$ cat src/rtl/ooo_pkg.sv
// Shared out-of-order front-end types.
// Imported by the instruction queue and by rename/dispatch.
package ooo_pkg;

  localparam int IQ_DEPTH = 16;

  typedef struct packed {
    logic [31:0] instr;
    logic [31:0] pc;
    logic [31:0] pc_next;
  } iq_entry_t;

endpackage

$ cat src/rtl/instr_queue_if.sv
// Fetch/decode handshake bundle for the instruction queue.
// master: fetch + decode side, slave: the queue itself.
interface instr_queue_if #(
  parameter int DEPTH = 16
);

  localparam int CW = $clog2(DEPTH) + 1;

  logic          flush;
  logic          enqueue;
  logic [31:0]   instr_in;
  logic [31:0]   pc_in;
  logic [31:0]   pc_next_in;
  logic          iq_full;
  logic          dequeue;
  logic          iq_empty;
  logic [31:0]   instr_out;
  logic [31:0]   pc_out;
  logic [31:0]   pc_next_out;
  logic [CW-1:0] count;

  modport master (
    output flush,
    output enqueue,
    output instr_in,
    output pc_in,
    output pc_next_in,
    output dequeue,
    input  iq_full,
    input  iq_empty,
    input  instr_out,
    input  pc_out,
    input  pc_next_out,
    input  count
  );

  modport slave (
    input  flush,
    input  enqueue,
    input  instr_in,
    input  pc_in,
    input  pc_next_in,
    input  dequeue,
    output iq_full,
    output iq_empty,
    output instr_out,
    output pc_out,
    output pc_next_out,
    output count
  );

endinterface

$ cat src/rtl/instr_queue.sv
// Circular instruction queue between fetch and decode.
// FWFT head, wrap-bit pointers, flush clears pointers only.
module instr_queue
  import ooo_pkg::*;
#(
  parameter int DEPTH = IQ_DEPTH
) (
  input  logic          clk,
  input  logic          rst,
  instr_queue_if.slave  iq
);

  localparam int IW = $clog2(DEPTH);
  localparam int PW = IW + 1;

  logic [PW-1:0] head;
  logic [PW-1:0] tail;
  logic          empty;
  logic          full;
  logic          do_enq;
  logic          do_deq;
  iq_entry_t     mem [DEPTH];
  iq_entry_t     wr_ent;
  iq_entry_t     hd_ent;

  // status comes from registered pointers only
  assign empty = (head == tail);
  assign full  = (head[IW-1:0] == tail[IW-1:0]) &&
                 (head[IW] != tail[IW]);

  assign do_enq = iq.enqueue && !full;
  assign do_deq = iq.dequeue && !empty;

  always_ff @(posedge clk or posedge rst) begin
    if (rst) begin
      head <= '0;
      tail <= '0;
    end else if (iq.flush) begin
      head <= '0;
      tail <= '0;
    end else begin
      if (do_enq) tail <= tail + PW'(1);
      if (do_deq) head <= head + PW'(1);
    end
  end

  assign wr_ent.instr   = iq.instr_in;
  assign wr_ent.pc      = iq.pc_in;
  assign wr_ent.pc_next = iq.pc_next_in;

  // no reset on storage so it can map to RAM
  always_ff @(posedge clk) begin
    if (do_enq && !iq.flush)
      mem[tail[IW-1:0]] <= wr_ent;
  end

  assign hd_ent = mem[head[IW-1:0]];

  assign iq.instr_out   = hd_ent.instr;
  assign iq.pc_out      = hd_ent.pc;
  assign iq.pc_next_out = hd_ent.pc_next;
  assign iq.iq_empty    = empty;
  assign iq.iq_full     = full;
  assign iq.count       = tail - head;

endmodule
$ cat src/flat_wrapper.sv
// flat-port wrapper written by rule: the top's interface ports become plain ports
module instr_queue_flat import ooo_pkg::*;
#(
  parameter int DEPTH = IQ_DEPTH
)
  (clk, rst, iq_flush, iq_enqueue, iq_instr_in, iq_pc_in, iq_pc_next_in, iq_dequeue, iq_iq_full, iq_iq_empty, iq_instr_out, iq_pc_out, iq_pc_next_out, iq_count);
  instr_queue_if #(.DEPTH(DEPTH)) iq_i ();
  input  logic clk;
  input  logic rst;
  input wire logic [$bits(iq_i.flush)-1:0] iq_flush;
  input wire logic [$bits(iq_i.enqueue)-1:0] iq_enqueue;
  input wire logic [$bits(iq_i.instr_in)-1:0] iq_instr_in;
  input wire logic [$bits(iq_i.pc_in)-1:0] iq_pc_in;
  input wire logic [$bits(iq_i.pc_next_in)-1:0] iq_pc_next_in;
  input wire logic [$bits(iq_i.dequeue)-1:0] iq_dequeue;
  output wire logic [$bits(iq_i.iq_full)-1:0] iq_iq_full;
  output wire logic [$bits(iq_i.iq_empty)-1:0] iq_iq_empty;
  output wire logic [$bits(iq_i.instr_out)-1:0] iq_instr_out;
  output wire logic [$bits(iq_i.pc_out)-1:0] iq_pc_out;
  output wire logic [$bits(iq_i.pc_next_out)-1:0] iq_pc_next_out;
  output wire logic [$bits(iq_i.count)-1:0] iq_count;
  assign iq_i.flush = iq_flush;
  assign iq_i.enqueue = iq_enqueue;
  assign iq_i.instr_in = iq_instr_in;
  assign iq_i.pc_in = iq_pc_in;
  assign iq_i.pc_next_in = iq_pc_next_in;
  assign iq_i.dequeue = iq_dequeue;
  assign iq_iq_full = iq_i.iq_full;
  assign iq_iq_empty = iq_i.iq_empty;
  assign iq_instr_out = iq_i.instr_out;
  assign iq_pc_out = iq_i.pc_out;
  assign iq_pc_next_out = iq_i.pc_next_out;
  assign iq_count = iq_i.count;
  instr_queue #(.DEPTH(DEPTH)) u_core (.clk(clk), .rst(rst), .iq(iq_i));
endmodule
$ cat config.mk
export PLATFORM = sky130hd
export DESIGN_NAME = instr_queue_flat
export DESIGN_NICKNAME = d
export VERILOG_FILES = /design/src/rtl/ooo_pkg.sv /design/src/rtl/instr_queue_if.sv /design/src/rtl/instr_queue.sv /design/src/flat_wrapper.sv
export SDC_FILE = /design/constraint.sdc
export NUM_CORES = 1
export LEC_CHECK = 0
export CAP_MARGIN = 10
export CORE_MARGIN = 1.5
export CORE_UTILIZATION = 55
export DETAILED_ROUTE_END_ITERATION = 8
export PLACE_DENSITY_LB_ADDON = 0.1
export SLEW_MARGIN = 20
export SYNTH_ARGS = -nofsm -noshare
export SYNTH_HDL_FRONTEND = slang
export SYNTH_SLANG_ARGS = --single-unit
export TNS_END_PERCENT = 10
$ cat constraint.sdc
create_clock -name clk -period 20.5 [get_ports clk]
set_input_delay 4.1 -clock clk [delete_from_list [all_inputs] [get_ports clk]]
set_output_delay 4.1 -clock clk [all_outputs]
set_load 0.02 [all_outputs]
==> summary.md, run 1 <==
| Metric | Value |
|---|---|
| Final critical-path required period | just over 10000 ps |
| Clk buf depth | 3 |
| Grt total ovfl | 0 |
| Final Cycle Share | 0.495 |
| Post-synth top area share | 0.780 |
| Leak pwr | roughly 21 nW |
| Worst Setup SP | u_core.head[1] |
| Core area | about 0.11 sq mm |
| Crit-path max cell delay | around 920 ps |
| CTS tree | yes |
| Row count | 120 |
| Synth-to-Final Area Change | 14.8% |
| Asr flop ratio synth | 0.00647 |
| DRC viols | 0 |
| Reg2Reg Depth | 8 |
| Final setup margin | between 10000 and 15000 ps |
| Initial DRC count | about 3000 |
| Portion of netlist area occupied by mux cells | 0.159 |
| Syn Inst Count | between 2000 and 3000 |
| Hold-fix buffers, CTS | 0 |
| First drt pass iteration count | 5 |
| Worst-Margin Slew | between 1000 and 1500 ps |
| Netlist Area Pre-Place | between 0.05 and 0.06 sq mm |
| Crit path max fanout | just under 70 |
| Slew margin rel. | 0.232 |
| Sink Count | around 1500 |
| Arrival time at the worst endpoint | between 6000 and 7000 ps |
| Setup TNS | 0 ps |
| Footprint of the multi-input gates | approximately 0.012 sq mm |
| Adder-cell share of the synthesized area | 0.00224 |
| Crit path launch type | flip-flop |
| Vert. Die Dim | roughly 330 microns |
| Hold Slack | 662 ps |
| Final hold viol count | 0 |
| Vias per cell | roughly 6.3 |
| Area leader, netlist | edfxtp_1 |
| TritonCTS Buffers | between 150 and 200 |
| Routed vias | approximately 28000 |
| GRT Total Usage | 0.257 |
| CP endpoint | iq_pc_out[21] |
| FF-to-FF setup slack | roughly 15000 ps |
| Vias in the first global route | roughly 30000 |
| Crit. End Element | output port |
| Root Driver | clkbuf_16 |
| Clk slew on worst S/H paths | 60 ps |
| FF+latch count, synth | approximately 1500 |
| Setup WS pre-CTS | ~11000 ps |
| Number of buffers and inverters on the critical path | 4 |
| Number of max-slew violations in the final report | 0 |
| Most frequent CP cell | buf_4 |
| HP Start | u_core.head[4] |
| Post-Synthesis Mean Instance Area | 22.3 sq um |
| Clock Latency Late Sink | about 740 ps |
| CP Data Required Time | between 15000 and 20000 ps |
| CP cell instances | buf_4 -> buf_4 -> buf_4 -> mux2i_1 -> a22oi_1 -> mux2i_1 -> o21ai_1 -> clkdlybuf4s50_1 |
| H-tree depth | 4 |
| GR Util met1 | 0.349 |
| Clock skew | 21.0 ps |
| First-pass GRT wire length | ~200000 microns |
| Antenna violations before repair | 13 |
| Die area | around 0.11 sq mm |
| Layout cells sized above 1 | 0.194 |
| Total power divided by cell area | approximately 100 mW/mm^2 |
| Crit path kind | reg2out |
| Post-CTS setup buffers | 0 |
| Met3 global-route usage | 0.0504 |
| Worst R2R End | u_core.mem[9][16] |
| Hold Path Class | reg2reg |
| Final nets | between 3000 and 4000 |
| Simple-gate area share of the yosys netlist | 0.00311 |
| Post-Synth XOR/XNOR Area | 0.00190 |
| Yosys Warn Count | 0 |
| Gpl congestion | slightly below 0.8 |
| Top post-synthesis cells by area | edfxtp_1, mux4_2, mux2i_1 |
| Post-synth EDFFs | 1536 |
| R2R Path Start | u_core.head[0] |
| RSZ-0062 raised after global routing | no |
| Final core occ | 0.635 |
| Register area share after synthesis | 0.784 |
| Crit-path leading delay family | buffers and inverters |
| Unique masters post-synth | 37 |
| Fill count | just over 7000 |
| Starting density of the core | 0.553 |
| Slowest-stage cell, CP | buf_4 |
| Final Instance Area | between 0.06 and 0.07 sq mm |
| Port Buffer Count | a little over 200 |
| Peak Freq | 98.6 MHz |
| Synth Area in Compound Gates | 0.0361 |
| Largest net degree at the start of global routing | ~140 |
| Commonest non-fill, non-tap cell in the layout | edfxtp_1 |
| DIE WIDTH | between 300 and 400 microns |
| Register Area | 0.0464 sq mm |
| Busiest grt layer | met2 |
| DP HPWL | just under 70000 microns |
| Met2 Use GR | 0.432 |
| Routed len/inst | 31.1 microns |
| Post-route ant nets | 0 |
| Routed Wire Length | around 140000 microns |
| Leading cell types in the layout, fill and taps excluded | edfxtp_1, mux2i_1, mux4_2 |
| Final setup fails | 0 |
| # resized after CTS | 0 |
| Worst vdd ir | about 78 uV |
| Top Ports | around 200 |
| Largest family of logic cells by synthesized area | multiplexers |
| Max cap viols | 0 |
| Status | finished clean |
| Syn Nets | 2763 |
| Ys flop type | edfxtp_1 |
| Critical path depth in cells | 8 |
| Dpl cell area | approximately 0.063 sq mm |
## cell type report
| type | instances | share of cell area |
|---|---|---|
| timing repair buffer | 271 | 0.0391 |
| clock inverter | 84 | 0.0107 |
| tap | 1403 | 0.0258 |
| inverter | 10 | 0.000663 |
| clock buffer | 200 | 0.0629 |
| antenna | 3 | 0.000111 |
| sequential | 1546 | 0.683 |
| multi-input combinational | 944 | 0.178 |
## layer usage
layer / share of wire / vias up / wire, microns
li1: - / 11900 / -
met1: 0.40 / 15100 / 56000
met2: 0.51 / 1008 / 70500
met3: 0.066 / 217 / 9190
met4: 0.021 / 18 / 2880
met5: 0.00081 / - / 112
## report_power, final
group | total, mW | leakage, nW | internal, mW | switching [mW]
Sequential | 3.52 | 14.0 | 3.50 | 0.0190
Combinational | 0.820 | 4.58 | 0.403 | 0.417
Clock | 2.78 | 2.45 | 1.63 | 1.15
## worst min-delay path by stage
stage,cells after the start,endpoint
2_1_floorplan,3,u_core.head[1]
3_3_place_gp,2,u_core.head[4]
3_5_place_dp,2,u_core.head[4]
4_1_cts,2,u_core.head[4]
5_1_grt,2,u_core.head[4]
6_report,2,u_core.head[4]
## logic make-up after synthesis
| group | count (synthesis) |
|---|---|
| flip-flops | 1546 |
| multiplexers | 578 |
| AO/OA/AOI/OAI | 302 |
| buffers and inverters | 162 |
| AND/OR/NAND/NOR | 42 |
| XOR/XNOR | 12 |
| adder cells (fa/ha/maj) | 10 |
## registers in the layout, summed over array words and instances (netlist names)
name and flops:
u_core.tail 5, u_core.head 5, u_core.mem 1536
## worst reg2reg max path: stages, from the launching register on
cell,delay (ps)
dfrtp_4,800
buf_4,800
ha_1,440
and4_1,250
a211oi_1,450
nand2_1,320
nor2_4,840
buf_4,850
buf_4,820
## synthesized netlist by cell type, types with 2 or more instances
cell type  count
inv_1          9
a21oi_1        3
buf_2         46
edfxtp_1    1536
dfrtp_1       10
buf_4         12
a32oi_1       96
nand2_1        6
a211oi_1       3
buf_6         16
mux2i_1      290
a21o_1         2
xor2_1         2
clkbuf_1      56
nand2b_1       2
o21ai_0        3
mux4_2       288
ha_1           9
nor2_1        24
o21ai_1       96
a22oi_1       96
nor3_1         4
buf_1         21
xnor2_1        9
## per-stage QoR
| stage | total power, mW | cells |
|---|---|---|
| floorplan | 4.16 | 2652 |
| global placement | 4.41 | 4170 |
| detailed placement | 4.42 | 4172 |
| CTS | 7.18 | 4456 |
| global route | 7.34 | 4460 |
| finish | 7.12 | 4461 |
Note: power is estimated with default switching activity, not from simulation.
==> run 2, diff against run 1 <==
- clock period: 20.5 -> 9.3 ns (I/O delays scaled with it)
==> summary.md, run 2 (synthesized netlist as in run 1, its figures left out) <==
| Metric | Value |
|---|---|
| RSZ-0062 raised after global routing | no |
| Gpl congestion | about 0.74 |
| Footprint of the multi-input gates | 0.0121 sq mm |
| Worst vdd ir | approximately 210 uV |
| Fill count | 7191 |
| Initial DRC count | around 2700 |
| Core area | approximately 0.11 sq mm |
| Placed instance count | about 4100 |
| Root Driver | clkbuf_16 |
| H-tree depth | 4 |
| First drt pass iteration count | 5 |
| Post-CTS setup buffers | 0 |
| Clk buf depth | 3 |
| First-pass GRT wire length | around 200000 microns |
| # resized after CTS | 0 |
| DIE WIDTH | 331 microns |
| Final hold viol count | 0 |
| Leak pwr | 20.8 nW |
| Setup WS pre-CTS | 3320 ps |
| Hold-fix buffers, CTS | 0 |
| Largest net degree at the start of global routing | between 150 and 200 |
| Antenna violations before repair | 13 |
| Routed len/inst | between 30 and 40 microns |
| Hold Path Class | reg2reg |
| Crit path max fanout | 51 |
| Register Area | ~0.046 sq mm |
| Final nets | slightly above 3000 |
| Clk slew on worst S/H paths | approximately 60 ps |
| Arrival time at the worst endpoint | approximately 4700 ps |
| Post-route ant nets | 0 |
| Starting density of the core | 0.553 |
| Vias per cell | around 6.4 |
| Crit path kind | reg2out |
| Clock Latency Late Sink | 750 ps |
| TritonCTS Buffers | around 160 |
| CP Data Required Time | 7440 ps |
| DRC viols | 0 |
| Commonest non-fill, non-tap cell in the layout | edfxtp_1 |
| Crit. End Element | output port |
| Top Ports | approximately 200 |
| Layout cells sized above 1 | 0.189 |
| Sink Count | about 1500 |
| Port Buffer Count | between 200 and 250 |
| Number of max-slew violations in the final report | 0 |
| Synth-to-Final Area Change | 14.4% |
| Routed vias | between 20000 and 30000 |
| GRT Total Usage | 0.254 |
| Crit path launch type | flip-flop |
| Peak Freq | 152 MHz |
| Final critical-path required period | roughly 6600 ps |
| Clock skew | between 15 and 20 ps |
| Row count | 120 |
| Final Cycle Share | 0.707 |
| Worst-Margin Slew | between 1000 and 1500 ps |
| Max cap viols | 0 |
| Setup TNS | 0 ps |
| Vert. Die Dim | 331 microns |
| DP HPWL | 61200 microns |
| Final setup margin | 2720 ps |
| Routed Wire Length | 137000 microns |
| Slew margin rel. | 0.253 |
| Finished Layout Cells | approximately 4400 |
| CTS tree | yes |
| Max FFs per register | 1536 |
| Total power divided by cell area | approximately 230 mW/mm^2 |
| Leading cell types in the layout, fill and taps excluded | edfxtp_1, mux2i_1, mux4_2 |
| Grt total ovfl | 0 |
| Status | finished clean |
| Die area | about 0.11 sq mm |
| Final setup fails | 0 |
| Vias in the first global route | 29200 |
## run 2: cell count changes in the layout (fill, tap and decap cells not counted), sizes merged
cell and delta:
clkinv -2, bufinv -4, clkbuf -3, buf -24
## run 2: through the flow
| stage | hold slack (ps) | total power [mW] | instance area (sq um) | util |
|---|---|---|---|---|
| floorplan | 590 | 9.16 | 59200 | - |
| global placement | 623 | 9.72 | 62800 | 0.588 |
| detailed placement | 651 | 9.75 | 62800 | 0.588 |
| CTS | 665 | 15.7 | 67600 | 0.633 |
| global route | 706 | 16.0 | 67700 | 0.633 |
| finish | 670 | 15.5 | 67700 | 0.633 |
## run 2: final cells by class
cell class,count,area share
antenna,3,0.000111
clock buffer,197,0.0620
clock inverter,78,0.00926
inverter,10,0.000666
multi-input combinational,944,0.179
sequential,1546,0.685
tap,1403,0.0259
timing repair buffer,247,0.0380
## run 2: final timing paths
kind,slack (ps),startpoint,end,cells past startpoint
max in group asynchronous,7580,rst,u_core.head[1],2
worst max register to register,3980,u_core.head[1],u_core.mem[6][54],8
worst min-delay path,670,u_core.tail[4],u_core.tail[4],2
worst max-delay path,2720,u_core.head[0],iq_pc_next_out[7],6
min in group asynchronous,1410,rst,u_core.tail[1],2
worst min register to register,670,u_core.tail[4],u_core.tail[4],2
## run 2: power breakdown
group / switching [mW] / total, mW / internal [mW] / leakage (nW)
logic: 0.915 / 1.80 / 0.890 / 4.46
registers: 0.0450 / 7.77 / 7.72 / 14.0
clock network: 2.52 / 5.95 / 3.43 / 2.37
total: 3.48 / 15.5 / 12.0 / 20.8
## run 2: per-layer routing
| layer | vias up | part of all wire | global-route usage |
|---|---|---|---|
| met4 | 14 | 0.025 | 0.0757 |
| met3 | 263 | 0.059 | 0.0429 |
| met1 | 15200 | 0.41 | 0.349 |
| met5 | - | 0.00061 | 0 |
| li1 | 11800 | - | - |
| met2 | 994 | 0.50 | 0.422 |
## run 2: critical path, stage by stage, from the launching register on
cell             delay, ps
dfrtp_4                770
and2_4                 890
buf_4                  880
a22oi_1                280
a32oi_1                270
o21ai_1                200
clkdlybuf4s50_1        620
